## src/rtl/ps2_pkg.sv

```systemverilog
// Shared types and constants for the PS/2 host-to-device transmitter and the
// synchronizer that the keyboard receiver can also reuse.
package ps2_pkg;

   typedef enum logic [2:0] {
      IDLE,
      INHIBIT,
      REQ,
      SEND,
      WAIT_IDLE
   } state_t;

   typedef enum logic [1:0] {
      ERR_OK      = 2'b00,
      ERR_NOACK   = 2'b01,
      ERR_TIMEOUT = 2'b10
   } err_t;

   // Device falling edge on which the acknowledge bit is sampled.
   localparam logic [3:0] LAST_BIT = 4'd11;

   function automatic logic odd_parity(input logic [7:0] d);
      return ~^d;
   endfunction

endpackage

```

## src/rtl/ps2_sync_edge.sv

```systemverilog
// Two-flop synchronizers for the PS/2 clock and data pins, plus a falling-edge
// detect on the synchronized clock.
module ps2_sync_edge (
   input  logic clk_i,
   input  logic rst_i,
   input  logic ps2_clk_i,
   input  logic ps2_dat_i,
   output logic clk_sync_o,
   output logic dat_sync_o,
   output logic fall_o
);

   logic clk_s1_q, clk_s2_q, clk_s3_q;
   logic dat_s1_q, dat_s2_q;

   // Reset to the idle (released, pulled-up) level so no false edge follows reset.
   always_ff @(posedge clk_i) begin
      if (rst_i) begin
         clk_s1_q <= 1'b1;
         clk_s2_q <= 1'b1;
         clk_s3_q <= 1'b1;
         dat_s1_q <= 1'b1;
         dat_s2_q <= 1'b1;
      end else begin
         clk_s1_q <= ps2_clk_i;
         clk_s2_q <= clk_s1_q;
         clk_s3_q <= clk_s2_q;
         dat_s1_q <= ps2_dat_i;
         dat_s2_q <= dat_s1_q;
      end
   end

   assign clk_sync_o = clk_s2_q;
   assign dat_sync_o = dat_s2_q;
   assign fall_o     = clk_s3_q & ~clk_s2_q;

endmodule

```

## src/rtl/ps2_host_tx.sv

```systemverilog
// PS/2 host-to-device transmitter: inhibits the bus, requests to send, shifts
// one byte out on device clock falls and checks the device acknowledge.
module ps2_host_tx
   import ps2_pkg::*;
#(
   parameter int INHIBIT_CYCLES = 5000,
   parameter int SETUP_CYCLES   = 100,
   parameter int TIMEOUT_CYCLES = 750000
) (
   input  logic       Clk,
   input  logic       reset,
   input  logic [7:0] tx_data,
   input  logic       tx_start,
   input  logic       ps2_clk_in,
   input  logic       ps2_dat_in,
   output logic       ps2_clk_oe,
   output logic       ps2_dat_oe,
   output logic       busy,
   output logic       done,
   output logic [1:0] err
);

   localparam int MAX_A = (INHIBIT_CYCLES > SETUP_CYCLES) ? INHIBIT_CYCLES : SETUP_CYCLES;
   localparam int MAX_C = (MAX_A > TIMEOUT_CYCLES) ? MAX_A : TIMEOUT_CYCLES;
   localparam int CW    = $clog2(MAX_C) + 1;

   localparam logic [CW-1:0] INH_LAST = CW'(INHIBIT_CYCLES - 1);
   localparam logic [CW-1:0] SET_LAST = CW'(SETUP_CYCLES - 1);
   localparam logic [CW-1:0] TO_LAST  = CW'(TIMEOUT_CYCLES - 1);

   logic clk_sync, dat_sync, fall;

   ps2_sync_edge u_sync (
      .clk_i      (Clk),
      .rst_i      (reset),
      .ps2_clk_i  (ps2_clk_in),
      .ps2_dat_i  (ps2_dat_in),
      .clk_sync_o (clk_sync),
      .dat_sync_o (dat_sync),
      .fall_o     (fall)
   );

   state_t        state_q;
   logic [CW-1:0] cnt_q;
   logic [3:0]    bitcnt_q;
   logic [7:0]    data_q;
   logic          parity_q;
   logic          clk_oe_q, dat_oe_q, busy_q, done_q;
   err_t          err_q, ack_err_q;

   // Request/response: tx_start is a one-cycle request taken only in IDLE;
   // done is a one-cycle response, err is valid with it and held until the next.
   always_ff @(posedge Clk) begin
      if (reset) begin
         state_q   <= IDLE;
         cnt_q     <= '0;
         bitcnt_q  <= '0;
         data_q    <= '0;
         parity_q  <= 1'b0;
         clk_oe_q  <= 1'b0;
         dat_oe_q  <= 1'b0;
         busy_q    <= 1'b0;
         done_q    <= 1'b0;
         err_q     <= ERR_OK;
         ack_err_q <= ERR_OK;
      end else begin
         done_q <= 1'b0;
         case (state_q)
            IDLE: begin
               if (tx_start) begin
                  data_q   <= tx_data;
                  parity_q <= odd_parity(tx_data);
                  cnt_q    <= '0;
                  clk_oe_q <= 1'b1;
                  busy_q   <= 1'b1;
                  state_q  <= INHIBIT;
               end
            end
            INHIBIT: begin
               if (cnt_q == INH_LAST) begin
                  cnt_q    <= '0;
                  dat_oe_q <= 1'b1;
                  state_q  <= REQ;
               end else begin
                  cnt_q <= cnt_q + CW'(1);
               end
            end
            REQ: begin
               if (cnt_q == SET_LAST) begin
                  clk_oe_q <= 1'b0;
                  cnt_q    <= '0;
                  bitcnt_q <= '0;
                  state_q  <= SEND;
               end else begin
                  cnt_q <= cnt_q + CW'(1);
               end
            end
            SEND: begin
               if (fall) begin
                  cnt_q    <= '0;
                  bitcnt_q <= bitcnt_q + 4'd1;
                  // bitcnt_q still holds the count before this fall.
                  if (bitcnt_q < 4'd8) begin
                     dat_oe_q <= ~data_q[bitcnt_q[2:0]];
                  end else if (bitcnt_q == 4'd8) begin
                     dat_oe_q <= ~parity_q;
                  end else if (bitcnt_q == 4'd9) begin
                     dat_oe_q <= 1'b0;
                  end else if (bitcnt_q == LAST_BIT - 4'd1) begin
                     ack_err_q <= dat_sync ? ERR_NOACK : ERR_OK;
                     state_q   <= WAIT_IDLE;
                  end
               end else if (cnt_q == TO_LAST) begin
                  clk_oe_q <= 1'b0;
                  dat_oe_q <= 1'b0;
                  busy_q   <= 1'b0;
                  done_q   <= 1'b1;
                  err_q    <= ERR_TIMEOUT;
                  cnt_q    <= '0;
                  state_q  <= IDLE;
               end else begin
                  cnt_q <= cnt_q + CW'(1);
               end
            end
            WAIT_IDLE: begin
               if (clk_sync && dat_sync) begin
                  busy_q  <= 1'b0;
                  done_q  <= 1'b1;
                  err_q   <= ack_err_q;
                  cnt_q   <= '0;
                  state_q <= IDLE;
               end else if (cnt_q == TO_LAST) begin
                  clk_oe_q <= 1'b0;
                  dat_oe_q <= 1'b0;
                  busy_q   <= 1'b0;
                  done_q   <= 1'b1;
                  err_q    <= ERR_TIMEOUT;
                  cnt_q    <= '0;
                  state_q  <= IDLE;
               end else begin
                  cnt_q <= cnt_q + CW'(1);
               end
            end
            default: begin
               clk_oe_q <= 1'b0;
               dat_oe_q <= 1'b0;
               busy_q   <= 1'b0;
               state_q  <= IDLE;
            end
         endcase
      end
   end

   assign ps2_clk_oe = clk_oe_q;
   assign ps2_dat_oe = dat_oe_q;
   assign busy       = busy_q;
   assign done       = done_q;
   assign err        = err_q;

endmodule

```

## config.mk

```make
export PLATFORM = sky130hd
export DESIGN_NAME = ps2_host_tx
export DESIGN_NICKNAME = d
export VERILOG_FILES = /design/src/rtl/ps2_pkg.sv /design/src/rtl/ps2_sync_edge.sv /design/src/rtl/ps2_host_tx.sv
export SDC_FILE = /design/constraint.sdc
export NUM_CORES = 1
export LEC_CHECK = 0
export CAP_MARGIN = 15
export CORE_MARGIN = 2
export CORE_UTILIZATION = 53
export CTS_CLUSTER_DIAMETER = 120
export DETAILED_ROUTE_END_ITERATION = 16
export PLACE_DENSITY = 0.76
export SLEW_MARGIN = 20
export SYNTH_ARGS = -nofsm -noshare
export SYNTH_HDL_FRONTEND = slang
export SYNTH_SLANG_ARGS = --single-unit
```

## constraint.sdc

```tcl
create_clock -name Clk -period 2.45 [get_ports Clk]
set_clock_uncertainty 0.05 [all_clocks]
set_input_delay 0.735 -clock Clk [delete_from_list [all_inputs] [get_ports Clk]]
set_output_delay 0.735 -clock Clk [all_outputs]
set_load 0.01 [all_outputs]
```

==> results.md, run 1 <==
- Status: finished clean
- All-Layer GR Usage: 25.03%
- YS warnings: 0
- Sequential element share of the synthesized area: between 30% and 40%
- Total grt overflow: 0
- Clk pwr share: between 30 and 40%
- Syn nets: around 340
- DRT iter0 DRCs: roughly 200
- Fill cell count: 410
- GRT busiest layer: met2
- Critical path launch point type: input port
- Vias per cell: about 5.8
- Resize count post-CTS: 0
- DP Worst Slack: -298.1 ps
- RD Place Congestion: between 0.9 and 1
- Wirelength per Cell: 15.03 µm
- Drt drc: 0
- WHS Path Cells: 1
- Switching part of the total power: 26.65%
- Area delta synth->final: 20.56%
- Post-synth ARST share: 0%
- Synth area leaders: dfxtp_1, xnor2_1, nand2_1
- Combinational share of power: between 15 and 20%
- Die width: approximately 75 µm
- Synth Flop Type: dfxtp_1
- Worst Slack Setup Final: between 100 and 150 ps
- Max FO, Critical Path: 9
- Layout Utilization: roughly two thirds
- Worst reg2reg path depth: 7
- Vias in the first global route: 2321
- LEAKAGE: around 1.1 nW
- Post-route setup TNS: 0 ps
- Critical path buffer and inverter count: 2
- Max Root-Sink Buffers: 2
- PwrDens: between 500 and 600 nW/µm²
- Clock latency on the worst-skew pair: approximately 310 ps
- # diodes: 0
- Tmin final: ~2300 ps
- Hold WC Path Type: register to register
- Clk sinks: 49
- PortBufs: 18
- Die area: between 5000 and 6000 µm²
- Flops & latches, synth: roughly 50
- Mapped Cells: 317
- Root Buffer: clkbuf_8
- CTS HTree Levels: 2
- Unrepaired setup endpoints after global routing: no
- Num CTS Buffers: 5
- CTS clock-pin slew for the worst setup and hold paths: 90 ps
- Delay-heaviest family, CP: simple AND/OR/NAND/NOR gates
- Actual slew at the worst max-slew pin: 434.9 ps
- Final ANT Viol Nets: 0
- Post-synth EDFFs: 0
- Critical Path Start: tx_start
- Ordered cell list for the critical path: clkdlybuf4s50_1, or4_1, and2_1, buf_4, nand2_1, mux2i_1, a2111oi_0
- Switching power: about 0.46 mW
- Via count: around 2500
- CTS tree: yes
- RR Startpoint: cnt_q[0]
- Design Area, Final: about 3200 µm²
- First-pass GRT wire length: roughly 11000 µm
- GR met3 Demand/Resource: under 10%
- Initial antenna violation count: 0
- DP HPWL: roughly 4700 µm
- Die height: between 70 and 80 µm
- Final wirelength: around 6500 µm
- Reg2Reg Capture Point: bitcnt_q[1]
- Detailed Routing Iterations Pass 1: 5
- R2R Setup Slk: between 200 and 250 ps
- Crit share post-route: approximately 94%
- Max Clock Freq: 432.1 MHz
- Post-synth top area cell: dfxtp_1
- Maximum VDD drop: just over 0.4 mV
- Crit path largest cell delay: 440 ps
- Share of layout cells above drive strength 1: about 17%
- DP Area: ~3000 µm²
- Critical path class: input port to register
- Most numerous cell in the Yosys netlist: dfxtp_1
- Avg Cell Area, Syn: between 8 and 9 µm²
- Hold Startpoint: u_sync.clk_s1_q
- Post-synth top cells: dfxtp_1, nand2_1, nor2_1
- Max-slew violations: 0
- Element type at the critical path end: register
- Slew margin rel.: between 70% and 80%
- Maxcap violations: 0
- Initial Util: approximately 56%
- Largest net degree at the start of global routing: 30
- Cell area after synthesis: between 2000 and 3000 µm²
- M1 GR Usage: between 30% and 40%
- Placeable Area: 4755 µm²
- I/O Pins: 19
- # setup viols final: 0
- Hold endpoint: u_sync.clk_sync_o
- Row count: 25
- Critical path's slowest cell: clkdlybuf4s50_1
- Sequential Power Share: 49.1%
- Synth unique cells: between 60 and 70
- Final Hold Violating Endpoints: 0
- Grt met2 use: 39.53%
- Cell-internal power: ~1.3 mW
- Top cell type's share of synthesized area: between 30% and 40%
- Worst Path Arrival: about 2500 ps
- Layout Nets: between 300 and 400
- Crit path required time: approximately 2600 ps
==> routing by layer <==
layer / routed length, µm / up-vias
li1: - / 1214
met1: 2957 / 1145
met2: 2986 / 109
met3: 415 / 10
met4: 91 / 0
met5: 0 / -
==> metrics by stage <==
stage / hold slack [ps] / total power, mW / cells
after floorplan: 339.5 / 1.057 / 317
after global placement: 342.2 / 1.146 / 420
after detailed placement: 349.7 / 1.153 / 420
after CTS: 373.3 / 1.748 / 429
after global routing: 393.6 / 1.813 / 429
final: 372.7 / 1.744 / 429
==> area by class of cell <==
type	instances	area [µm²]	area share [%]
well taps	67	83.83	2.633
clock inverters	3	43.79	1.375
multi-input cells	240	1518	47.66
repair buffers	50	432.9	13.60
flip-flops and latches	49	980.9	30.81
clock buffers	5	68.82	2.161
inverters	15	56.30	1.768
==> sequential cells by signal, indices dropped and copies added, names as in the netlist <==
register / flops
cnt_q: 21
data_q: 8
bitcnt_q: 4
state_q: 3
err: 2
ack_err_q: 1
busy: 1
done: 1
parity_q: 1
ps2_clk_oe: 1
ps2_dat_oe: 1
u_sync.clk_s1_q: 1
u_sync.clk_s3_q: 1
u_sync.clk_sync_o: 1
u_sync.dat_s1_q: 1
u_sync.dat_sync_o: 1
==> logic make-up after synthesis <==
logic type               Yosys count  share of synthesized area (%)
AND/OR/NAND/NOR                  153                          30.08
AO/OA/AOI/OAI                     55                          14.88
adder cells (fa/ha/maj)            5                          2.369
flip-flops                        49                          37.14
multiplexers                       4                          2.511
XOR/XNOR                          23                          7.627
buffers and inverters             28                          5.400
==> worst max-delay path by stage <==
stage | endpoint | slack (ps) | depth (start not counted)
after CTS | cnt_q[19] | 150 | 7
after floorplan | cnt_q[14] | 50 | 7
final | cnt_q[19] | 140 | 7
after global placement | cnt_q[13] | -250 | 6
after detailed placement | cnt_q[13] | -300 | 6
after global routing | cnt_q[19] | 5 | 7
==> power groups by stage <==
stage | Sequential (mW) | Combinational (mW) | Clock, mW
after global routing | 0.860 | 0.324 | 0.629
final | 0.856 | 0.296 | 0.592
after floorplan | 0.862 | 0.195 | 0
after detailed placement | 0.872 | 0.281 | 0
after global placement | 0.871 | 0.275 | 0
after CTS | 0.854 | 0.295 | 0.599
==> repair_timing <==
action	in CTS	in global routing
setup endpoints to repair	18	0
endpoints found under the hold margin	0	0
setup buffers	1	0
hold buffers	0	0
==> cell usage in the layout (no fill, tap or decap), drive strengths merged, types with 10 or more instances in the layout <==
| cell type | instances |
|---|---|
| nor2 | 32 |
| dfxtp | 49 |
| buf | 32 |
| nand3 | 19 |
| inv | 16 |
| a21oi | 24 |
| clkdlybuf4s50 | 18 |
| nand2 | 38 |
| nor3 | 13 |
| nor4 | 10 |
| xnor2 | 22 |
No activity file was read; power rests on OpenSTA's default activity.
==> run 2, diff against run 1 <==
Settings changed: CORE_UTILIZATION 53 to 52, PLACE_DENSITY 0.76 to 0.75, SYNTH_HIERARCHICAL from default to 1.
==> results.md, run 2 <==
- PortBufs: 18 (unchanged)
- Initial Util: 54.07% (-1.5 points)
- LEAKAGE: 1.078 nW (-1.5%)
- Storage cell area: 983.4 µm² (+0.26%)
- Critical path's slowest cell: or4b_1
- Detailed Routing Iterations Pass 1: 4 (-1)
- Final Hold Violating Endpoints: 0 (unchanged)
- Crit share post-route: 94.97% (+0.51 points)
- Delay-heaviest family, CP: simple AND/OR/NAND/NOR gates
- Final ANT Viol Nets: 0 (unchanged)
- Clk sinks: 49 (unchanged)
- Max Clock Freq: 429.8 MHz (-0.54%)
- Most numerous cell in the Yosys netlist: dfxtp_1
- CTS HTree Levels: 2 (unchanged)
- Synth unique cells: 57 (-6.6%)
- Drt drc: 0 (unchanged)
- Critical path buffer and inverter count: 1 (-1)
- Design Area, Final: 3018 µm² (-5.2%)
- Placeable Area: 4723 µm² (-0.66%)
- Die area: 5488 µm² (-1.4%)
- R2R Setup Slk: 120 ps (-90 ps)
- DRT iter0 DRCs: 120 (-40%)
- PwrDens: 639.4 nW/µm² (+17%)
- Max FO, Critical Path: 5 (-4)
- Clock latency on the worst-skew pair: 300 ps (about the same)
- Hold WS: 362.0 ps (-10.71 ps)
- Crit path required time: 2580 ps (about the same)
- Avg Cell Area, Syn: 8.291 µm² (-0.49%)
- Ordered cell list for the critical path: ha_2, or4b_1, or3_4, o21ai_2, nand3_2, buf_4, a22oi_1, nor2_1
- DP Area: 2890 µm² (-5.3%)
- Row count: 25 (unchanged)
- Area of the multi-input gates: 1463 µm² (-3.6%)
- Final wirelength: 5319 µm (-18%)
- Vias in the first global route: 2185 (-5.9%)
- RR Startpoint: cnt_q[1]
- First-pass GRT wire length: 9390 µm (-13%)
- All-Layer GR Usage: 21.75% (-3.3 points)
- Most common cell after layout, fill and taps aside: dfxtp_1
- Layout Nets: 362 (-4.5%)
- WHS Path Cells: 1 (unchanged)
- YS warnings: 6 (+6)
- Layout Utilization: 63.89% (-3.1 points)
- Synth Flop Type: dfxtp_1
- Root Buffer: clkbuf_8
- Post-synth top cells: dfxtp_1, nor2_1, nand2_1
- Post-synth EDFFs: 0 (unchanged)
- Worst reg2reg path depth: 8 (+1)
- Layout Cells excl Fill: 411 (-4.2%)
- Sequential element share of the synthesized area: 38.41% (+1.3 points)
- Die width: 74.08 µm (-0.69%)
- Vias per cell: 5.457 (-5.5%)
- Hold Startpoint: u_sync/dat_s1_q
- Max-slew violations: 0 (unchanged)
- Actual slew at the worst max-slew pin: 586.7 ps (+151.9 ps)
- Num CTS Buffers: 5 (unchanged)
- Via count: 2243 (-9.5%)
- Maxcap violations: 0 (unchanged)
- Mapped Cells: 308 (-2.8%)
- Critical path launch point type: register
- Worst Path Arrival: 2460 ps (about the same)
- Tmin final: 2327 ps (+12.58 ps)
- Status: finished clean
- DP HPWL: 3933 µm (-17%)
- Syn nets: 326 (-2.7%)
- Max FFs per register: 21 (unchanged)
- RD Place Congestion: 0.9393 (+1.6%)
- CTS clock-pin slew for the worst setup and hold paths: 90 ps (about the same)
- Hold WC Path Type: register to register
- Post-synth top area cell: dfxtp_1
- Critical path class: register to register
- CTS tree: yes
- Most frequent cells in the layout: dfxtp_1, nor2_1, nand2_1
- Share of layout cells above drive strength 1: 13.95% (-3.4 points)
- Die height: 74.08 µm (-0.69%)
- Hold endpoint: u_sync/dat_sync_o
- Initial antenna violation count: 0 (unchanged)
- Cell area after synthesis: 2554 µm² (-3.3%)
- Maximum VDD drop: 0.4519 mV (+11%)
- # diodes: 0 (unchanged)
- Top Registers: cnt_q (21), data_q (8), bitcnt_q (4)
- Reg2Reg Capture Point: cnt_q[1]
- Fill cell count: 423 (+3.2%)
- Biggest register: cnt_q
- Largest net degree at the start of global routing: 20 (-33%)
- Area delta synth->final: 18.18%
- Total grt overflow: 0 (unchanged)
- Post-synth ARST share: 0% (unchanged)
- # setup viols final: 0 (unchanged)
- I/O Pins: 19 (unchanged)
- Slew margin rel.: 60.52% (-10 points)
- Wirelength per Cell: 12.94 µm (-14%)
- Top cell type's share of synthesized area: 38.41% (+1.3 points)
- Synth area leaders: dfxtp_1, xnor2_1, nor2_1
- Max Root-Sink Buffers: 2 (unchanged)
- Crit path largest cell delay: 460 ps (+20 ps)
- Flops & latches, synth: 49 (unchanged)
- Placed cells: 402 (-4.3%)
- Element type at the critical path end: register
==> run 2: cell types whose count changed after synthesis, moves of 4 or more <==
cell	change
xor2_1	+6
nand3_1	-8
clkbuf_1	-4
nor3_1	-5
or2_2	-6
a21oi_1	+4
xnor2_1	-5
o21ai_0	+4
nor2_1	+10
or2_1	+5
inv_1	-5
==> run 2: worst max-delay path by stage <==
| stage | slack (ps) | to | startpoint | cells after the start |
|---|---|---|---|---|
| after CTS | 100 | state_q[0] | cnt_q[1] | 7 |
| after detailed placement | -170 | cnt_q[18] | tx_start | 7 |
| after floorplan | 110 | cnt_q[9] | cnt_q[0] | 8 |
| final | 120 | cnt_q[1] | cnt_q[1] | 8 |
| after global placement | -150 | cnt_q[18] | tx_start | 7 |
| after global routing | -20 | ps2_dat_oe | cnt_q[0] | 8 |
==> run 2: cells by family after synthesis <==
group	after synthesis	synth area share, %
mux	4	2.548
simple gates	148	29.89
fa+ha+maj	5	2.450
compound gates	56	13.67
buf+inv	22	4.801
xor+xnor	24	8.231
flops	49	38.41
==> run 2: area by class of cell <==
cell class                      count  area share, %
Clock inverter                      2         0.5390
Multi-Input combinational cell    237          48.47
Clock buffer                        5          2.280
Timing Repair Buffer               41          12.11
Sequential cell                    49          32.59
Inverter                           10          1.244
Tap cell                           67          2.778
==> run 2: report_power, final <==
part / internal [mW] / switching, mW / total [mW]
logic: 0.264 / 0.272 / 0.536
registers: 0.865 / 0.0626 / 0.928
clock network: 0.197 / 0.269 / 0.466
total: 1.33 / 0.603 / 1.93
==> run 2: metal layers <==
layer	vias up	global-route usage (%)	wire length [µm]
met3	11	4.472	168
met5	-	0	0
met4	0	8.081	108
met1	1044	25.44	2371
met2	40	39.09	2670
li1	1148	-	-
==> run 2: timing repair <==
item | 4_1_cts | 5_1_grt
setup buffers | 1 | 1
endpoints found under the setup margin | 19 | 4
hold buffers | 0 | 0
endpoints found under the hold margin | 0 | 0
pin swaps | 1 | 4
gates resized for setup | 0 | 6
==> run 2: stage by stage <==
stage | TNS (ps) | total power [mW] | setup WS, ps
6_report | 0 | 1.930 | 123.3
5_1_grt | -15.07 | 2.043 | -15.07
2_1_floorplan | 0 | 1.269 | 113.7
3_3_place_gp | -904.3 | 1.437 | -145.3
4_1_cts | 0 | 1.926 | 103.9
3_5_place_dp | -1325 | 1.444 | -169.4
